<file path="src/rtl/mbox_pkg.sv">
// mbox_pkg: register offsets, flag indices, response FSM states and helpers for the OBI mailbox
package mbox_pkg;

    localparam logic [1:0] MBOX_DATA   = 2'd0;
    localparam logic [1:0] MBOX_STATUS = 2'd1;
    localparam logic [1:0] MBOX_FLAGS  = 2'd2;
    localparam logic [1:0] MBOX_THRESH = 2'd3;

    localparam int OVF_BIT = 0;
    localparam int UNF_BIT = 1;

    typedef logic [1:0] state_t;

    localparam state_t ST_IDLE    = 2'd0;
    localparam state_t ST_WAITING = 2'd1;
    localparam state_t ST_RESP    = 2'd2;

    function automatic logic [31:0] byte_mask(input logic [3:0] be);
        return {{8{be[3]}}, {8{be[2]}}, {8{be[1]}}, {8{be[0]}}};
    endfunction

endpackage

</file>
<file path="src/rtl/mbox_fifo.sv">
// mbox_fifo: single-clock word FIFO; push when full and pop when empty are ignored
module mbox_fifo #(
    parameter int DEPTH = 8,
    localparam int AW = $clog2(DEPTH),
    localparam int CW = $clog2(DEPTH + 1)
) (
    input  logic          clk_i,
    input  logic          rst_ni,
    input  logic          push,
    input  logic          pop,
    input  logic [31:0]   wdata,
    output logic          full,
    output logic          empty,
    output logic [CW-1:0] count,
    output logic [31:0]   head
);

    logic [31:0]   mem [DEPTH];
    logic [AW-1:0] wptr;
    logic [AW-1:0] rptr;
    logic          push_ok;
    logic          pop_ok;

    assign full    = count == CW'(DEPTH);
    assign empty   = count == '0;
    assign head    = mem[rptr];
    assign push_ok = push && !full;
    assign pop_ok  = pop && !empty;

    // pointers wrap naturally because DEPTH is a power of two
    always_ff @(posedge clk_i or negedge rst_ni) begin
        if (!rst_ni) begin
            wptr  <= '0;
            rptr  <= '0;
            count <= '0;
        end else begin
            if (push_ok) wptr <= wptr + AW'(1);
            if (pop_ok) rptr <= rptr + AW'(1);
            count <= count + CW'(push_ok) - CW'(pop_ok);
        end
    end

    // storage needs no reset; empty slots are never returned
    always_ff @(posedge clk_i) begin
        if (push_ok) mem[wptr] <= wdata;
    end

endmodule

</file>
<file path="src/rtl/obi_mbox_responder.sv">
// obi_mbox_responder: OBI responder exposing a word mailbox FIFO with status, sticky flags and threshold irq
module obi_mbox_responder
    import mbox_pkg::*;
#(
    parameter int ADDR_W = 14,
    parameter int DEPTH  = 8,
    parameter int WAIT   = 0
) (
    input  logic              clk_i,
    input  logic              rst_ni,
    input  logic              req_i,
    output logic              gnt_o,
    input  logic              we_i,
    input  logic [3:0]        be_i,
    input  logic [ADDR_W-1:0] addr_i,
    input  logic [31:0]       wdata_i,
    output logic              rvalid_o,
    output logic [31:0]       rdata_o,
    output logic              irq_o
);

    localparam int CW = $clog2(DEPTH + 1);
    localparam logic [3:0] WAIT_INIT = 4'(WAIT == 0 ? 0 : WAIT - 1);

    state_t        state;
    logic [3:0]    cnt;
    logic          ovf;
    logic          unf;
    logic [7:0]    thresh;
    logic [31:0]   rdata_q;
    logic          irq_q;
    logic          accept;
    logic [1:0]    reg_sel;
    logic          wr;
    logic          push;
    logic          pop;
    logic          full;
    logic          empty;
    logic [CW-1:0] count;
    logic [31:0]   head;
    logic [31:0]   status_w;
    logic [31:0]   flags_w;
    logic [31:0]   rd_val;
    logic          unused_addr;

    assign gnt_o       = req_i && state != ST_WAITING;
    assign accept      = req_i && gnt_o;
    assign reg_sel     = addr_i[3:2];
    assign wr          = accept && we_i;
    assign push        = wr && reg_sel == MBOX_DATA;
    assign pop         = accept && !we_i && reg_sel == MBOX_DATA;
    assign rvalid_o    = state == ST_RESP;
    assign rdata_o     = rvalid_o ? rdata_q : '0;
    assign irq_o       = irq_q;
    assign unused_addr = ^{addr_i[ADDR_W-1:4], addr_i[1:0]};

    mbox_fifo #(.DEPTH(DEPTH)) u_fifo (
        .clk_i (clk_i),
        .rst_ni(rst_ni),
        .push  (push),
        .pop   (pop),
        .wdata (wdata_i & byte_mask(be_i)),
        .full  (full),
        .empty (empty),
        .count (count),
        .head  (head)
    );

    // register read mux, evaluated on pre-edge state
    always_comb begin
        status_w = '0;
        status_w[8 +: CW] = count;
        status_w[1] = full;
        status_w[0] = empty;
        flags_w = '0;
        flags_w[OVF_BIT] = ovf;
        flags_w[UNF_BIT] = unf;
        rd_val = reg_sel == MBOX_DATA   ? (empty ? '0 : head) :
                 reg_sel == MBOX_STATUS ? status_w :
                 reg_sel == MBOX_FLAGS  ? flags_w : {24'h0, thresh};
    end

    // response FSM: one outstanding transaction, optional wait states before rvalid
    always_ff @(posedge clk_i or negedge rst_ni) begin
        if (!rst_ni) begin
            state <= ST_IDLE;
            cnt   <= '0;
        end else if (state == ST_WAITING) begin
            if (cnt == '0) state <= ST_RESP;
            else cnt <= cnt - 4'd1;
        end else if (accept) begin
            state <= WAIT == 0 ? ST_RESP : ST_WAITING;
            cnt   <= WAIT_INIT;
        end else begin
            state <= ST_IDLE;
        end
    end

    // sticky flags (set by bad push/pop, W1C on FLAGS) and threshold register
    always_ff @(posedge clk_i or negedge rst_ni) begin
        if (!rst_ni) begin
            ovf    <= 1'b0;
            unf    <= 1'b0;
            thresh <= '0;
        end else begin
            if (push && full) ovf <= 1'b1;
            else if (wr && reg_sel == MBOX_FLAGS && be_i[0] && wdata_i[OVF_BIT]) ovf <= 1'b0;
            if (pop && empty) unf <= 1'b1;
            else if (wr && reg_sel == MBOX_FLAGS && be_i[0] && wdata_i[UNF_BIT]) unf <= 1'b0;
            if (wr && reg_sel == MBOX_THRESH && be_i[0]) thresh <= wdata_i[7:0];
        end
    end

    // capture read data at accept; irq registered from settled count/threshold
    always_ff @(posedge clk_i or negedge rst_ni) begin
        if (!rst_ni) begin
            rdata_q <= '0;
            irq_q   <= 1'b0;
        end else begin
            if (accept) rdata_q <= we_i ? '0 : rd_val;
            irq_q <= thresh != '0 && 8'(count) >= thresh;
        end
    end

endmodule

</file>
<file path="config.mk">
export PLATFORM = sky130hd
export DESIGN_NAME = obi_mbox_responder
export DESIGN_NICKNAME = d
export VERILOG_FILES = /design/src/rtl/mbox_pkg.sv /design/src/rtl/mbox_fifo.sv /design/src/rtl/obi_mbox_responder.sv
export SDC_FILE = /design/constraint.sdc
export NUM_CORES = 1
export LEC_CHECK = 0
export ABC_AREA = 1
export CAP_MARGIN = 20
export CORE_MARGIN = 10
export CORE_UTILIZATION = 64
export CTS_CLUSTER_SIZE = 12
export DETAILED_ROUTE_END_ITERATION = 16
export GPL_ROUTABILITY_DRIVEN = 0
export PLACE_DENSITY_LB_ADDON = 0.05
export SYNTH_ARGS = -nofsm -noshare
export SYNTH_HDL_FRONTEND = slang
export SYNTH_HIERARCHICAL = 1
export SYNTH_SLANG_ARGS = --single-unit
</file>
<file path="constraint.sdc">
create_clock -name clk_i -period 6.75 [get_ports clk_i]
set_input_delay 1.0125 -clock clk_i [delete_from_list [all_inputs] [get_ports clk_i]]
set_output_delay 1.0125 -clock clk_i [all_outputs]
set_load 0.05 [all_outputs]
</file>
==> results of run 1 <==
==> kinds of logic (layout without fill, tap and decap cells) <==
logic type	after synthesis	count (layout)	share of synthesized area
DFF	310	310	0.635
xor gates and xnor gates	6	6	0.00369
buffers and inverters	431	522	0.120
adders and majority gates	13	13	0.0119
and+or+nand+nor	783	783	0.222
AOI/OAI and AO/OA	21	21	0.00782
==> per-layer routing <==
metal	track usage	vias to the layer above	share of wire
li1	-	4892	-
met1	0.293	4636	0.42
met2	0.369	331	0.49
met3	0.0343	61	0.064
met4	0.0713	0	0.024
met5	0	-	0
==> path summary, 6_finish.rpt <==
path	startpoint	end	cells past startpoint
max	addr_i[3]	u_fifo/mem[0][31]	7
max in group asynchronous	rst_ni	u_fifo/rptr[0]	2
max reg2reg	u_fifo/count[2]	u_fifo/mem[0][31]	6
min reg2reg	rdata_q[15]	rdata_q[15]	2
min in group asynchronous	rst_ni	rdata_q[18]	2
min	rdata_q[15]	rdata_q[15]	2
==> report_power, final <==
part,internal [mW],total [mW],leakage (nW),switching [mW]
clock,1.02,1.72,0.508,0.701
combinational,0.507,1.64,4.54,1.14
sequential,2.18,2.29,3.03,0.107
total,3.71,5.65,8.09,1.94
==> sequential cells by signal, summed over array words and instances, names as in the netlist <==
register      flops
thresh            8
irq_o             1
u_fifo/count      4
u_fifo/mem      256
u_fifo/rptr       3
state             1
ovf               1
rdata_q          32
u_fifo/wptr       3
unf               1
==> final cells by class <==
class                   count  share of cell area
flip-flops and latches    310               0.556
multi-input cells         823               0.218
inverters                 366              0.0845
clock buffers              51              0.0588
repair buffers             96              0.0567
well taps                 280              0.0215
clock inverters             9             0.00477
==> Yosys cell counts <==
cell / n
a21oi_1: 9
buf_1: 4
buf_2: 41
buf_4: 5
buf_6: 2
clkbuf_1: 13
dfrtp_1: 54
edfxtp_1: 256
fa_1: 1
ha_1: 12
inv_1: 362
inv_2: 4
nand2_1: 609
nand3_1: 146
nand3_2: 1
nand3_4: 1
nand4_1: 1
nor2_1: 13
nor2_2: 1
nor2_4: 1
nor3_1: 10
o2111ai_1: 1
o211ai_1: 1
o21ai_0: 6
o21ai_1: 4
xnor2_1: 3
xor2_1: 3
==> stage by stage <==
| step | util | std cells | power (mW) | hold slack [ns] | instance area (um2) |
|---|---|---|---|---|---|
| finish | 0.743 | 1935 | 5.65 | 0.476 | 16300 |
| global route | 0.743 | 1935 | 5.98 | 0.498 | 16300 |
| CTS | 0.742 | 1933 | 5.66 | 0.480 | 16200 |
| detailed placement | 0.694 | 1873 | 3.95 | 0.465 | 15200 |
| global placement | 0.694 | 1873 | 3.91 | 0.463 | 15200 |
| floorplan | - | 1564 | 3.52 | 0.449 | 14200 |
==> critical path: stages <==
cell and delay (ns):
clkdlybuf4s50_1 0.49, nor2_2 0.22, inv_1 0.11, nor2_1 0.19
nand2_1 0.38, nor3_2 0.82, buf_4 0.52
==> key figures, run 1 <==
Outcome
  – Status: finished, final reports clean

Global routing
  – First-pass GRT wire length: between 50000 and 60000 um
  – Largest net degree at the start of global routing: 94
  – Congestion Overflow GR: 0
  – Vias in the first global route: between 9k and 10k
  – Initial antenna violation count: 0
  – GRT Total Usage: 0.221

Power and ir drop
  – Pleak: approximately 8.1 nW
  – Worst VDD drop: 0.268 mV
  – Cell Pwr Density: 347 mW/mm2

Setup path
  – Flop-to-flop setup slack: approximately 3.8 ns
  – Worst EP arrival: around 3.8 ns
  – CP Data Required Time: about 7 ns
  – CP max FO: 23
  – CP endpoint kind: register
  – Critical path class: input pin to register
  – CP Launch Type: input pin

STA
  – Fin worst setup slack: around 3.1 ns
  – Slew @ Worst Pin: roughly 1.1 ns
  – Clk_skew: around 0.010 ns
  – Final setup vio count: 0
  – Setup TNS: 0 ns
  – RSZ-0062 raised after global routing: no
  – Final-report max-slew violation count: 0
  – Min Tclk post-route: 3.61 ns
  – Slew HR: 0.297
  – Tcrit/Tclk final: 0.536
  – Fin. Hold Viols: 0
  – Fmax: between 200 and 300 MHz

Place
  – I/O Buffers: 76
  – DP HPWL: around 18000 um
  – Dpl ws: around 2.5 ns

CTS
  – Clk root buf: clkbuf_16
  – Maximum clock path buffer count: 3
  – Reg clk slew, reported paths: roughly 0.05 ns
  – Clk_lat worst skew: about 0.5 ns
  – Hold_buf cts: 0
  – Number of H-tree levels: 2
  – CTS resizes: 0
  – CTS Sinks: 310
  – Post-CTS setup buffer count: 0
  – CTS tree: done
  – Clock buffer count from CTS: 34

Synth
  – Synth top area cells: edfxtp_1 54%, nand2_1 16%, inv_1 9.5%
  – Cells after synthesis: roughly 1.6k
  – Post-synthesis sequential area ratio: 0.635
  – Mapped Avg Cell Area: between 9 and 10 um2
  – Synthesized flop and latch total: between 300 and 400
  – Yosys warnings: 6
  – Post-synth top area cell: edfxtp_1
  – Synth unique cells: 27
  – Top cell type's share of synthesized area: 0.540
  – Mapped cell area: approximately 0.014 mm2
  – Syn nets: ~1.6k

Cells and area
  – Most common cell after layout, fill and taps aside: nand2_1
  – Reg area: ~0.009 mm2
  – Synth-to-Final Area Change: 14.2%
  – Fillcell total: around 1.6k
  – Share of layout cells above drive strength 1: 0.0520
  – Most frequent cells in the layout: 609 x nand2_1, 360 x inv_1, 256 x edfxtp_1
  – NumNets Final: between 1.5k and 2k
  – Area of the multi-input gates: roughly 0.0035 mm2
  – Ant. Diodes: 0

Worst hold path
  – Hold crit path type: register to register

Die
  – Die width: roughly 170 um
  – Core area: 0.0219 mm2
  – Die Height: between 150 and 200 um
  – Rows: 54
  – Top-Level Pins: 89
  – Full die area: 0.0286 mm2
  – Starting Density: 0.651

Drt
  – Post-route ant nets: 0
  – Initial DRC count: approximately 840
  – Vias: 9920
  – DRC: 0
  – Final wirelength: about 32000 um
  – Drt first pass iters: 5
  – Via density: approximately 5.1
  – WL/cell: about 16 um

Job
  – Max-Cap Viols: 0
(Power assumes the default switching activity.)
==> inputs of run 2 (changes only) <==
--- a/config.mk
+++ b/config.mk
@@ -8,7 +8,7 @@
 export ABC_AREA = 1
 export CAP_MARGIN = 20
 export CORE_MARGIN = 10
-export CORE_UTILIZATION = 64
+export CORE_UTILIZATION = 54
 export CTS_CLUSTER_SIZE = 12
 export DETAILED_ROUTE_END_ITERATION = 16
 export GPL_ROUTABILITY_DRIVEN = 0
==> constraint.sdc (replaced) <==
create_clock -name clk_i -period 2.95 [get_ports clk_i]
set_input_delay 0.4425 -clock clk_i [delete_from_list [all_inputs] [get_ports clk_i]]
set_output_delay 0.4425 -clock clk_i [all_outputs]
set_load 0.05 [all_outputs]
==> key figures, run 2 (synthesized netlist as in run 1, its figures left out) <==
Outcome
  – Status: finished, final reports clean (unchanged)

Global routing
  – Initial antenna violation count: 0 (unchanged)
  – Vias in the first global route: 9487 (was 9688)
  – First-pass GRT wire length: 51800 um (was 50500 um)
  – Largest net degree at the start of global routing: 130 (was 94)
  – Congestion Overflow GR: 0 (unchanged)
  – GRT Total Usage: 0.196 (was 0.221)

Place
  – I/O Buffers: 76 (unchanged)
  – Dpl ws: 0.221 ns (was 2.45 ns)
  – Area of placed instances: 0.0154 mm2 (was 0.0152 mm2)
  – DP HPWL: 18900 um (was 17700 um)

STA
  – Slew HR: 0.400 (was 0.297)
  – Slew @ Worst Pin: 0.899 ns (was 1.05 ns)
  – Final hold slack: 0.477 ns (was 0.476 ns)
  – RSZ-0062 raised after global routing: no (unchanged)
  – Final-report max-slew violation count: 0 (unchanged)
  – Fin worst setup slack: 0.408 ns (was 3.14 ns)
  – Final setup vio count: 0 (unchanged)
  – Min Tclk post-route: roughly 2.5 ns
  – Tcrit/Tclk final: 0.862
  – Clk_skew: 0.0135 ns (was 0.0104 ns)
  – Fin. Hold Viols: 0 (unchanged)
  – Fmax: just under 400 MHz
  – Setup TNS: 0 ns (unchanged)

Setup path
  – Crit path buffers/inverters: 2 (was 3)
  – Reg2reg start: u_fifo/count[2] (unchanged)
  – Worst r2r dst: u_fifo/count[2] (was u_fifo/mem[0][31])
  – Reg2Reg Depth: 11 (was 6)
  – CP Launch Type: register (was input pin)
  – Cells along the critical path: nand2_1 > inv_1 > clkdlybuf4s50_1 (was clkdlybuf4s50_1 > nor2_2 > inv_1 > nor2_1 > nand2_1 > nor3_2 > buf_4)
  – Slowest cell on the critical path: clkdlybuf4s50_1 (was nor3_2)
  – Worst path top cell family by delay: buffers and inverters (was simple AND/OR/NAND/NOR gates)
  – Flop-to-flop setup slack: 0.79 ns (was 3.80 ns)
  – Critical path class: register to output pin (was input pin to register)
  – CP max FO: 14 (was 23)
  – CP Data Required Time: 2.51 ns (was 6.90 ns)
  – Number of cells on the critical path: 3 (was 7)
  – Max stage delay on crit path: 0.79 ns (was 0.82 ns)
  – CP Capture Point: rdata_o[11] (was u_fifo/mem[0][31])
  – Origin of the worst setup path: state[1] (was addr_i[3])
  – Worst EP arrival: 2.10 ns (was 3.76 ns)
  – CP endpoint kind: output pin (was register)

Drt
  – Via density: 4.91 (was 5.13)
  – Drt first pass iters: 5 (unchanged)
  – DRC: 0 (unchanged)
  – Initial DRC count: 775 (was 839)
  – Post-route ant nets: 0 (unchanged)
  – Vias: 9854 (was 9920)
  – WL/cell: 16.1 um (was 16.3 um)
  – Final wirelength: 32300 um (was 31600 um)

Power and ir drop
  – Cell Pwr Density: 803 mW/mm2 (was 347 mW/mm2)
  – Pleak: 8.25 nW (was 8.09 nW)
  – Power Total: 13.2 mW (was 5.65 mW)
  – Worst VDD drop: 0.684 mV (was 0.268 mV)

Die
  – Starting Density: 0.548 (was 0.651)
  – Full die area: 0.0333 mm2 (was 0.0286 mm2)
  – Top-Level Pins: 89 (unchanged)
  – Core area: 0.0260 mm2 (was 0.0219 mm2)
  – Die Height: 182 um (was 169 um)
  – Die width: 182 um (was 169 um)
  – Rows: 59 (was 54)

CTS
  – Clock buffer count from CTS: 35 (was 34)
  – Post-CTS setup buffer count: 0 (unchanged)
  – Number of H-tree levels: 2 (unchanged)
  – Clk_lat worst skew: 0.52 ns (was 0.50 ns)
  – CTS tree: done (unchanged)
  – CTS resizes: 0 (unchanged)
  – CTS Sinks: 310 (unchanged)
  – Reg clk slew, reported paths: 0.06 ns (was 0.05 ns)
  – Clk root buf: clkbuf_16 (unchanged)
  – Maximum clock path buffer count: 3 (unchanged)

Cells and area
  – Ant. Diodes: 0 (unchanged)
  – Synth-to-Final Area Change: 15.6% (was 14.2%)
  – NumNets Final: 1710 (was 1698)
  – Fillcell total: 2145 (was 1555)
  – Most common cell after layout, fill and taps aside: nand2_1 (unchanged)
  – Biggest regs: u_fifo/mem x256, rdata_q x32, thresh x8 (unchanged)
  – Fin area: 0.0165 mm2 (was 0.0163 mm2)
  – Largest register FFs: 256 (unchanged)
  – Most frequent cells in the layout: 609 x nand2_1, 361 x inv_1, 256 x edfxtp_1 (was 609 x nand2_1, 360 x inv_1, 256 x edfxtp_1)
  – Share of layout cells above drive strength 1: 0.0754 (was 0.0520)
  – Biggest register: u_fifo/mem (unchanged)

Job
  – Max-Cap Viols: 0 (unchanged)

Worst hold path
  – Hold crit path type: input pin to asynchronous set/reset pin (was register to register)
==> run 2: how the worst min path moves through the flow <==
stage                     start     endpoint
floorplan                rst_ni        irq_o
global placement    rdata_q[17]  rdata_q[17]
detailed placement  rdata_q[13]  rdata_q[13]
CTS                      rst_ni  rdata_q[17]
global route             rst_ni  rdata_q[17]
finish                   rst_ni  rdata_q[23]
==> run 2: what timing repair did <==
action / CTS / global route
hold buffers: 1 / 0
setup endpoints to repair: 0 / 0
hold endpoints to repair: 54 / 0
==> run 2: routing by layer <==
layer	routed length (um)	up-vias	part of all wire	GRT usage
met1	14100	4611	0.44	0.261
met3	2110	53	0.065	0.0334
met5	0	-	0	0
met4	699	0	0.022	0.0592
met2	15400	263	0.48	0.323
li1	-	4927	-	-
==> run 2: worst min-delay path, stage by stage <==
cell and delay (ns):
dlygate4sd3_1 0.52, buf_2 0.12, buf_12 0.30
==> run 2: power by group <==
| part | leakage [nW] | switching, mW | internal [mW] | total (mW) |
|---|---|---|---|---|
| Clock | 0.529 | 1.67 | 2.46 | 4.13 |
| Sequential | 3.03 | 0.172 | 4.99 | 5.16 |
| Combinational | 4.68 | 2.72 | 1.22 | 3.93 |
==> run 2: area by class of cell <==
class | count | area (um2) | share of cell area
flip-flops and latches | 310 | 9040 | 0.549
inverters | 366 | 1380 | 0.0835
clock inverters | 12 | 116 | 0.00707
clock buffers | 52 | 970 | 0.0589
well taps | 335 | 419 | 0.0255
multi-input cells | 823 | 3540 | 0.215
repair buffers | 107 | 1000 | 0.0609
==> run 2: metrics by stage <==
stage	utilization	std cells
after floorplan	-	1564
after global placement	0.592	1940
after detailed placement	0.592	1940
after CTS	0.634	2005
after global routing	0.634	2005
final	0.634	2005
